**src/rtl/joint_pwm_ctrl.sv**
```systemverilog
// joint_pwm_ctrl: per-joint sequencer between the host command registers and a
// PWM/DIR output stage. It slew-limits the signed duty and forces ramp-to-zero
// plus dead time on every direction reversal. It also zeroes the output on
// disable or when the host stops refreshing the command (watchdog fault).
//
// Command handshake: cmdStrobe is a one-cycle valid pulse with no ready/back-
// pressure. cmdDuty is sampled on every clock where cmdStrobe=1, in any state.
// That sample loads the target and restarts the watchdog.
module joint_pwm_ctrl #(
    parameter int PWM_PERIOD  = 100000,
    parameter int TICK_DIV    = 1000,
    parameter int SLEW_STEP   = 100,
    parameter int DEAD_CYCLES = 5000,
    parameter int WDOG_CYCLES = 5000000
) (
    input  logic               clk,
    input  logic               reset,
    input  logic               jointEnable,
    input  logic signed [31:0] cmdDuty,
    input  logic               cmdStrobe,
    output logic signed [31:0] dutyOut,
    output logic               outEnable,
    output logic               fault,
    output logic [2:0]         state
);

    typedef enum logic [2:0] {
        ST_IDLE      = 3'd0,
        ST_RUN       = 3'd1,
        ST_RAMP_DOWN = 3'd2,
        ST_DEADTIME  = 3'd3,
        ST_FAULT     = 3'd4
    } state_t;

    localparam int TICK_W = (TICK_DIV > 1) ? $clog2(TICK_DIV) : 1;
    localparam int DEAD_W = (DEAD_CYCLES > 0) ? $clog2(DEAD_CYCLES + 1) : 1;
    localparam int WDOG_W = (WDOG_CYCLES > 1) ? $clog2(WDOG_CYCLES) : 1;

    localparam logic signed [33:0] PMAX_W  = 34'(PWM_PERIOD);
    localparam logic signed [31:0] PMAX_D  = 32'(PWM_PERIOD);
    localparam logic signed [33:0] STEP_W  = 34'(SLEW_STEP);
    localparam logic signed [31:0] STEP_D  = 32'(SLEW_STEP);
    localparam logic [TICK_W-1:0]  TICK_LAST = TICK_W'(TICK_DIV - 1);
    localparam logic [DEAD_W-1:0]  DEAD_LOAD = DEAD_W'(DEAD_CYCLES);
    localparam logic [WDOG_W-1:0]  WDOG_LAST = WDOG_W'(WDOG_CYCLES - 1);

    state_t               state_q;
    logic signed [31:0]   target_q;
    logic signed [31:0]   duty_q;
    logic                 oe_q;
    logic                 fault_q;
    logic [TICK_W-1:0]    tick_cnt;
    logic [DEAD_W-1:0]    dead_cnt;
    logic [WDOG_W-1:0]    wdog_cnt;

    logic                 tick;
    logic                 dead_done;
    logic                 wdog_expire;
    logic                 sign_conflict;
    logic signed [31:0]   cmd_clamped;
    logic signed [31:0]   step_to_target;
    logic signed [31:0]   step_to_zero;

    // One slew step from cur toward dst; snaps onto dst when within one step.
    function automatic logic signed [31:0] move_toward(input logic signed [31:0] cur,
                                                       input logic signed [31:0] dst);
        logic signed [33:0] diff;
        diff = $signed({{2{dst[31]}}, dst}) - $signed({{2{cur[31]}}, cur});
        if (diff > STEP_W) begin
            move_toward = cur + STEP_D;
        end else if (diff < -STEP_W) begin
            move_toward = cur - STEP_D;
        end else begin
            move_toward = dst;
        end
    endfunction

    // Clamp magnitude to the PWM period while keeping the sign. The compare is
    // done on a 34-bit sign extension so the most negative input cannot wrap.
    function automatic logic signed [31:0] clamp_duty(input logic signed [31:0] raw);
        logic signed [33:0] ext;
        ext = $signed({{2{raw[31]}}, raw});
        if (ext > PMAX_W) begin
            clamp_duty = PMAX_D;
        end else if (ext < -PMAX_W) begin
            clamp_duty = -PMAX_D;
        end else begin
            clamp_duty = raw;
        end
    endfunction

    // Decode ticks, counter terminal values, reversal detection and next step values.
    always_comb begin
        tick           = (tick_cnt == TICK_LAST);
        dead_done      = (dead_cnt <= DEAD_W'(1));
        wdog_expire    = (wdog_cnt == WDOG_LAST);
        cmd_clamped    = clamp_duty(cmdDuty);
        step_to_target = move_toward(duty_q, target_q);
        step_to_zero   = move_toward(duty_q, 32'sd0);
        // A zero on either side is never a reversal.
        sign_conflict  = (target_q[31] && !duty_q[31] && (duty_q != '0)) ||
                         (duty_q[31] && !target_q[31] && (target_q != '0));
    end

    // Sequencer: state, registered outputs, target, tick, dead-time and watchdog counters.
    always_ff @(posedge clk) begin
        if (reset) begin
            state_q  <= ST_IDLE;
            target_q <= '0;
            duty_q   <= '0;
            oe_q     <= 1'b0;
            fault_q  <= 1'b0;
            tick_cnt <= '0;
            dead_cnt <= '0;
            wdog_cnt <= '0;
        end else begin
            tick_cnt <= tick ? '0 : tick_cnt + 1'b1;

            if (cmdStrobe) begin
                target_q <= cmd_clamped;
            end

            case (state_q)
                ST_IDLE: begin
                    duty_q   <= '0;
                    fault_q  <= 1'b0;
                    wdog_cnt <= '0;
                    dead_cnt <= '0;
                    if (jointEnable) begin
                        state_q <= ST_RUN;
                        oe_q    <= 1'b1;
                    end else begin
                        oe_q    <= 1'b0;
                    end
                end

                ST_FAULT: begin
                    duty_q   <= '0;
                    oe_q     <= 1'b0;
                    wdog_cnt <= '0;
                    dead_cnt <= '0;
                    if (!jointEnable) begin
                        state_q <= ST_IDLE;
                        fault_q <= 1'b0;
                    end else begin
                        fault_q <= 1'b1;
                    end
                end

                ST_RUN, ST_RAMP_DOWN, ST_DEADTIME: begin
                    if (!jointEnable) begin
                        // Disable drops the output at once, no ramp.
                        state_q  <= ST_IDLE;
                        duty_q   <= '0;
                        oe_q     <= 1'b0;
                        wdog_cnt <= '0;
                        dead_cnt <= '0;
                    end else if (wdog_expire && !cmdStrobe) begin
                        state_q  <= ST_FAULT;
                        duty_q   <= '0;
                        oe_q     <= 1'b0;
                        fault_q  <= 1'b1;
                        wdog_cnt <= '0;
                        dead_cnt <= '0;
                    end else begin
                        wdog_cnt <= cmdStrobe ? '0 : wdog_cnt + 1'b1;
                        oe_q     <= 1'b1;
                        case (state_q)
                            ST_RUN: begin
                                if (tick) begin
                                    if (sign_conflict) begin
                                        // First step toward zero happens on the detecting tick.
                                        duty_q <= step_to_zero;
                                        if (step_to_zero == '0) begin
                                            state_q  <= ST_DEADTIME;
                                            dead_cnt <= DEAD_LOAD;
                                        end else begin
                                            state_q  <= ST_RAMP_DOWN;
                                        end
                                    end else begin
                                        duty_q <= step_to_target;
                                    end
                                end
                            end
                            ST_RAMP_DOWN: begin
                                if (tick) begin
                                    duty_q <= step_to_zero;
                                    if (step_to_zero == '0) begin
                                        state_q  <= ST_DEADTIME;
                                        dead_cnt <= DEAD_LOAD;
                                    end
                                end
                            end
                            ST_DEADTIME: begin
                                // The reversed sign is only applied by a later RUN tick.
                                duty_q <= '0;
                                if (dead_done) begin
                                    state_q  <= ST_RUN;
                                    dead_cnt <= '0;
                                end else begin
                                    dead_cnt <= dead_cnt - 1'b1;
                                end
                            end
                            default: begin
                            end
                        endcase
                    end
                end

                default: begin
                    state_q  <= ST_IDLE;
                    duty_q   <= '0;
                    oe_q     <= 1'b0;
                    fault_q  <= 1'b0;
                    wdog_cnt <= '0;
                    dead_cnt <= '0;
                end
            endcase
        end
    end

    assign dutyOut   = duty_q;
    assign outEnable = oe_q;
    assign fault     = fault_q;
    assign state     = state_q;

    // The stage never sees a duty while disabled, nor one beyond its period.
    a_zero_when_disabled: assert property (@(posedge clk) disable iff (reset)
        !outEnable |-> (dutyOut == '0));
    a_duty_in_range: assert property (@(posedge clk) disable iff (reset)
        (dutyOut <= PMAX_D) && (dutyOut >= -PMAX_D));

endmodule
```
**config.mk**
```make
export PLATFORM = sky130hd
export DESIGN_NAME = joint_pwm_ctrl
export DESIGN_NICKNAME = d
export VERILOG_FILES = /design/src/rtl/joint_pwm_ctrl.sv
export SDC_FILE = /design/constraint.sdc
export NUM_CORES = 1
export LEC_CHECK = 0
export ABC_AREA = 1
export ABC_CLOCK_PERIOD_IN_PS = 7550
export CAP_MARGIN = 25
export CORE_ASPECT_RATIO = 1.1
export CORE_MARGIN = 3
export CORE_UTILIZATION = 65
export DETAILED_ROUTE_END_ITERATION = 7
export GPL_TIMING_DRIVEN = 0
export PLACE_DENSITY_LB_ADDON = 0.3
export SETUP_SLACK_MARGIN = 0.15
export SLEW_MARGIN = 20
export SYNTH_ARGS = -nofsm -noshare
export SYNTH_HDL_FRONTEND = slang
export SYNTH_SLANG_ARGS = --single-unit
export TNS_END_PERCENT = 100
```
**constraint.sdc**
```tcl
create_clock -name clk -period 7.55 [get_ports clk]
set_clock_uncertainty 0.05 [all_clocks]
set_input_delay 1.8875 -clock clk [delete_from_list [all_inputs] [get_ports clk]]
set_output_delay 1.8875 -clock clk [all_outputs]
set_load 0.005 [all_outputs]
```
==> impl_metrics.json <==
{
  "grt_pass1_wl_um": 68200,
  "worstSetupEndpoint": "dutyOut[25]$_SDFFE_PP0P_",
  "clk_pin_slew_worst_paths_ps": 60,
  "crit_path_start_kind": "register",
  "crit_top_cell": "nand2_1",
  "async_flop_share_pct": 0,
  "synth_flop_cell": "dfxtp_1",
  "crit_buf_inv": 3,
  "postCtsHoldBufs": 0,
  "rr_endpoint": "dutyOut[25]$_SDFFE_PP0P_",
  "arrival_ps": 5050,
  "drc_errors": 0,
  "grt_pass1_vias": 13600,
  "synthTopCellsByCount": "490 x nand2_1, 240 x nor2_1, 198 x inv_1",
  "relSlewSlack_pct": 50.5,
  "critical_path_depth": 21,
  "grt_usage_pct": 44.9,
  "drive_gt1_share_pct": 5.05,
  "yosys-mux-area-fraction_pct": 0,
  "htreeDepth": 4,
  "cp-startpoint": "dutyOut[2]$_SDFFE_PP0P_",
  "avgSynthCellArea_sq_um": 5.84,
  "synth_area_leaders": "dfxtp_1 20%, nand2_1 16%, nand3_1 8.6%",
  "synth_nets": 2016,
  "yosys.area_share.adder_pct": 4.71,
  "synth_area_leader_cell": "dfxtp_1",
  "yosys.area.top_type_share_pct": 20.3,
  "grt_antenna_before_repair": 0,
  "r2r-start": "dutyOut[2]$_SDFFE_PP0P_",
  "cts_made_buffers": 17,
  "synth_xor_xnor_area_share_pct": 6.73,
  "synth_cell_type_count": 46,
  "ys_ff_latch": 115,
  "grt_max_degree": 17,
  "fin_crit_sh_pct": 63.6,
  "dp_cells": 2238,
  "cp-end-kind": "register",
  "synth_cells": 1938,
  "synth-compound-area-share_pct": 16.4,
  "cp_max_fo": 10,
  "grt_overflow_total": 0,
  "cts_tree": "done",
  "yosys.area_share.simple_pct": 42.0,
  "cts_setup_buffers": 0,
  "peakVddDrop_mv": 0.230,
  "place_congestion": 1.07,
  "drt_pass1_iterations": 8,
  "num_rows": 49,
  "critPathKind": "register to register",
  "coreArea_sq_um": 16700,
  "status": "finished, final reports clean",
  "dpl.hpwl_um": 32200,
  "dieArea_sq_um": 19000,
  "yosys_warnings": 0,
  "die_w_um": 132,
  "drv_cap": 0,
  "tns_ps": 0,
  "synth.most_common_cell": "nand2_1",
  "vias_per_cell": 6.50,
  "hold_viol_final": 0,
  "start_util_pct": 67.6,
  "finalSetupViolCount": 0,
  "synth_area_sq_um": 11300,
  "io_buffers": 71,
  "fillCellCount": 1316,
  "hold-worst-slack_ps": 399,
  "synth_edf_count": 0,
  "clock_latency_ps": 430,
  "leakage_uw": 0.00604,
  "seq_area_frac_synth_pct": 20.3,
  "antennaDiodeCount": 0,
  "synth_top_family_by_area": "simple AND/OR/NAND/NOR gates",
  "drv_slew": 0,
  "post_cts_resized": 0,
  "reg2reg_depth": 21,
  "max_stage_delay_ps": 580,
  "tightest_slew_ps": 736,
  "cts-root-buf": "clkbuf_16",
  "post-route-util_pct": 77.2,
  "finalWirelength_um": 44200,
  "layout.cells.non_filler": 2270,
  "crit_slowest_cell": "dfxtp_1",
  "area_growth_pct": 14.2,
  "powerDensity_nw_per_um2": 249,
  "via_count": 14800,
  "fp.dieH_um": 144,
  "wire_per_inst_um": 19.5,
  "reg2reg_slack_ps": 2750,
  "finalPower_uw": 3210,
  "fmax_mhz": 208,
  "hold_class": "register to register",
  "cts_max_path_buffers": 2,
  "ant_nets": 0,
  "grt_setup_unrepaired": "no",
  "hold_start": "tick_cnt[0]$_SDFF_PP0_",
  "ioPinCount": 73,
  "required_ps": 7800,
  "cts.sinks": 115,
  "crit_chain": "inv_2, ha_1, nand2_1, o21ai_1, nand3_1, nand3_1, nand2_1, nand2_1, nand3b_1, nand2_1, nand2_1, nand2_1, buf_4, nand4_1, nor2_1, nand3_1, nand2_2, buf_4, o21ai_0, o21ai_0, a21oi_1",
  "drt_first_iter_violations": 2232,
  "min_period_ps": 4800,
  "path_delay_family": "simple AND/OR/NAND/NOR gates",
  "finalNetCount": 2106
}
[how the worst min path moves through the flow]
stage                              to  slack, ps  depth (start not counted)
2_1_floorplan  tick_cnt[0]$_SDFF_PP0_        370                          1
3_3_place_gp   tick_cnt[0]$_SDFF_PP0_        380                          1
3_5_place_dp   tick_cnt[0]$_SDFF_PP0_        380                          1
4_1_cts        tick_cnt[0]$_SDFF_PP0_        400                          1
5_1_grt        tick_cnt[0]$_SDFF_PP0_        420                          1
6_report       tick_cnt[0]$_SDFF_PP0_        400                          1
[layout by cell type (no fill, tap or decap), types with 45 or more instances in the layout]
cell type,Yosys,final
xor2_1,82,82
inv_1,198,198
nand2_1,490,490
dfxtp_1,115,115
clkdlybuf4s50_1,0,71
a21oi_1,157,157
o21ai_0,84,84
nand4_1,46,46
nor2_1,240,240
nand3_1,195,195
clkbuf_1,45,45
[layout make-up]
| type | count | area [sq um] | share of cell area [%] |
|---|---|---|---|
| plain buffers | 74 | 355 | 2.75 |
| repair buffers | 71 | 711 | 5.50 |
| multi-input cells | 1546 | 7900 | 61.1 |
| inverters | 203 | 762 | 5.89 |
| clock buffers | 17 | 425 | 3.29 |
| clock inverters | 15 | 184 | 1.42 |
| well taps | 229 | 287 | 2.22 |
| flip-flops and latches | 115 | 2300 | 17.8 |
[report_power, final]
group / total, uW / switching (uW) / internal [uW]
Clock: 859 / 356 / 503
Sequential: 662 / 35.7 / 626
Combinational: 1690 / 1200 / 488
[through the flow]
step | setup WS (ps) | cell area, sq um
floorplan | 4050 | 11300
global placement | 2880 | 12300
detailed placement | 2800 | 12300
CTS | 3020 | 12900
global route | 2620 | 12900
finish | 2750 | 12900
[per-layer routing]
metal | vias up | global-route usage, % | wire length [um]
met2 | 1221 | 74.4 | 19300
met3 | 367 | 11.8 | 5740
li1 | 6638 | - | -
met4 | 0 | 30.4 | 3710
met5 | - | 0 | 0
met1 | 6531 | 51.5 | 15400
[flip-flops by register name, summed over array words and instances, names as in the netlist]
name and count:
outEnable 1, tick_cnt 10, dead_cnt 13, dutyOut 32, target_q 32, fault 1, state 3, wdog_cnt 23
[cells by family after synthesis]
logic type               after synthesis
flip-flops                           115
adder cells (fa/ha/maj)               42
buffers and inverters                277
AO/OA/AOI/OAI                        330
AND/OR/NAND/NOR                     1087
XOR/XNOR                              87
(Power assumes the default switching activity.)
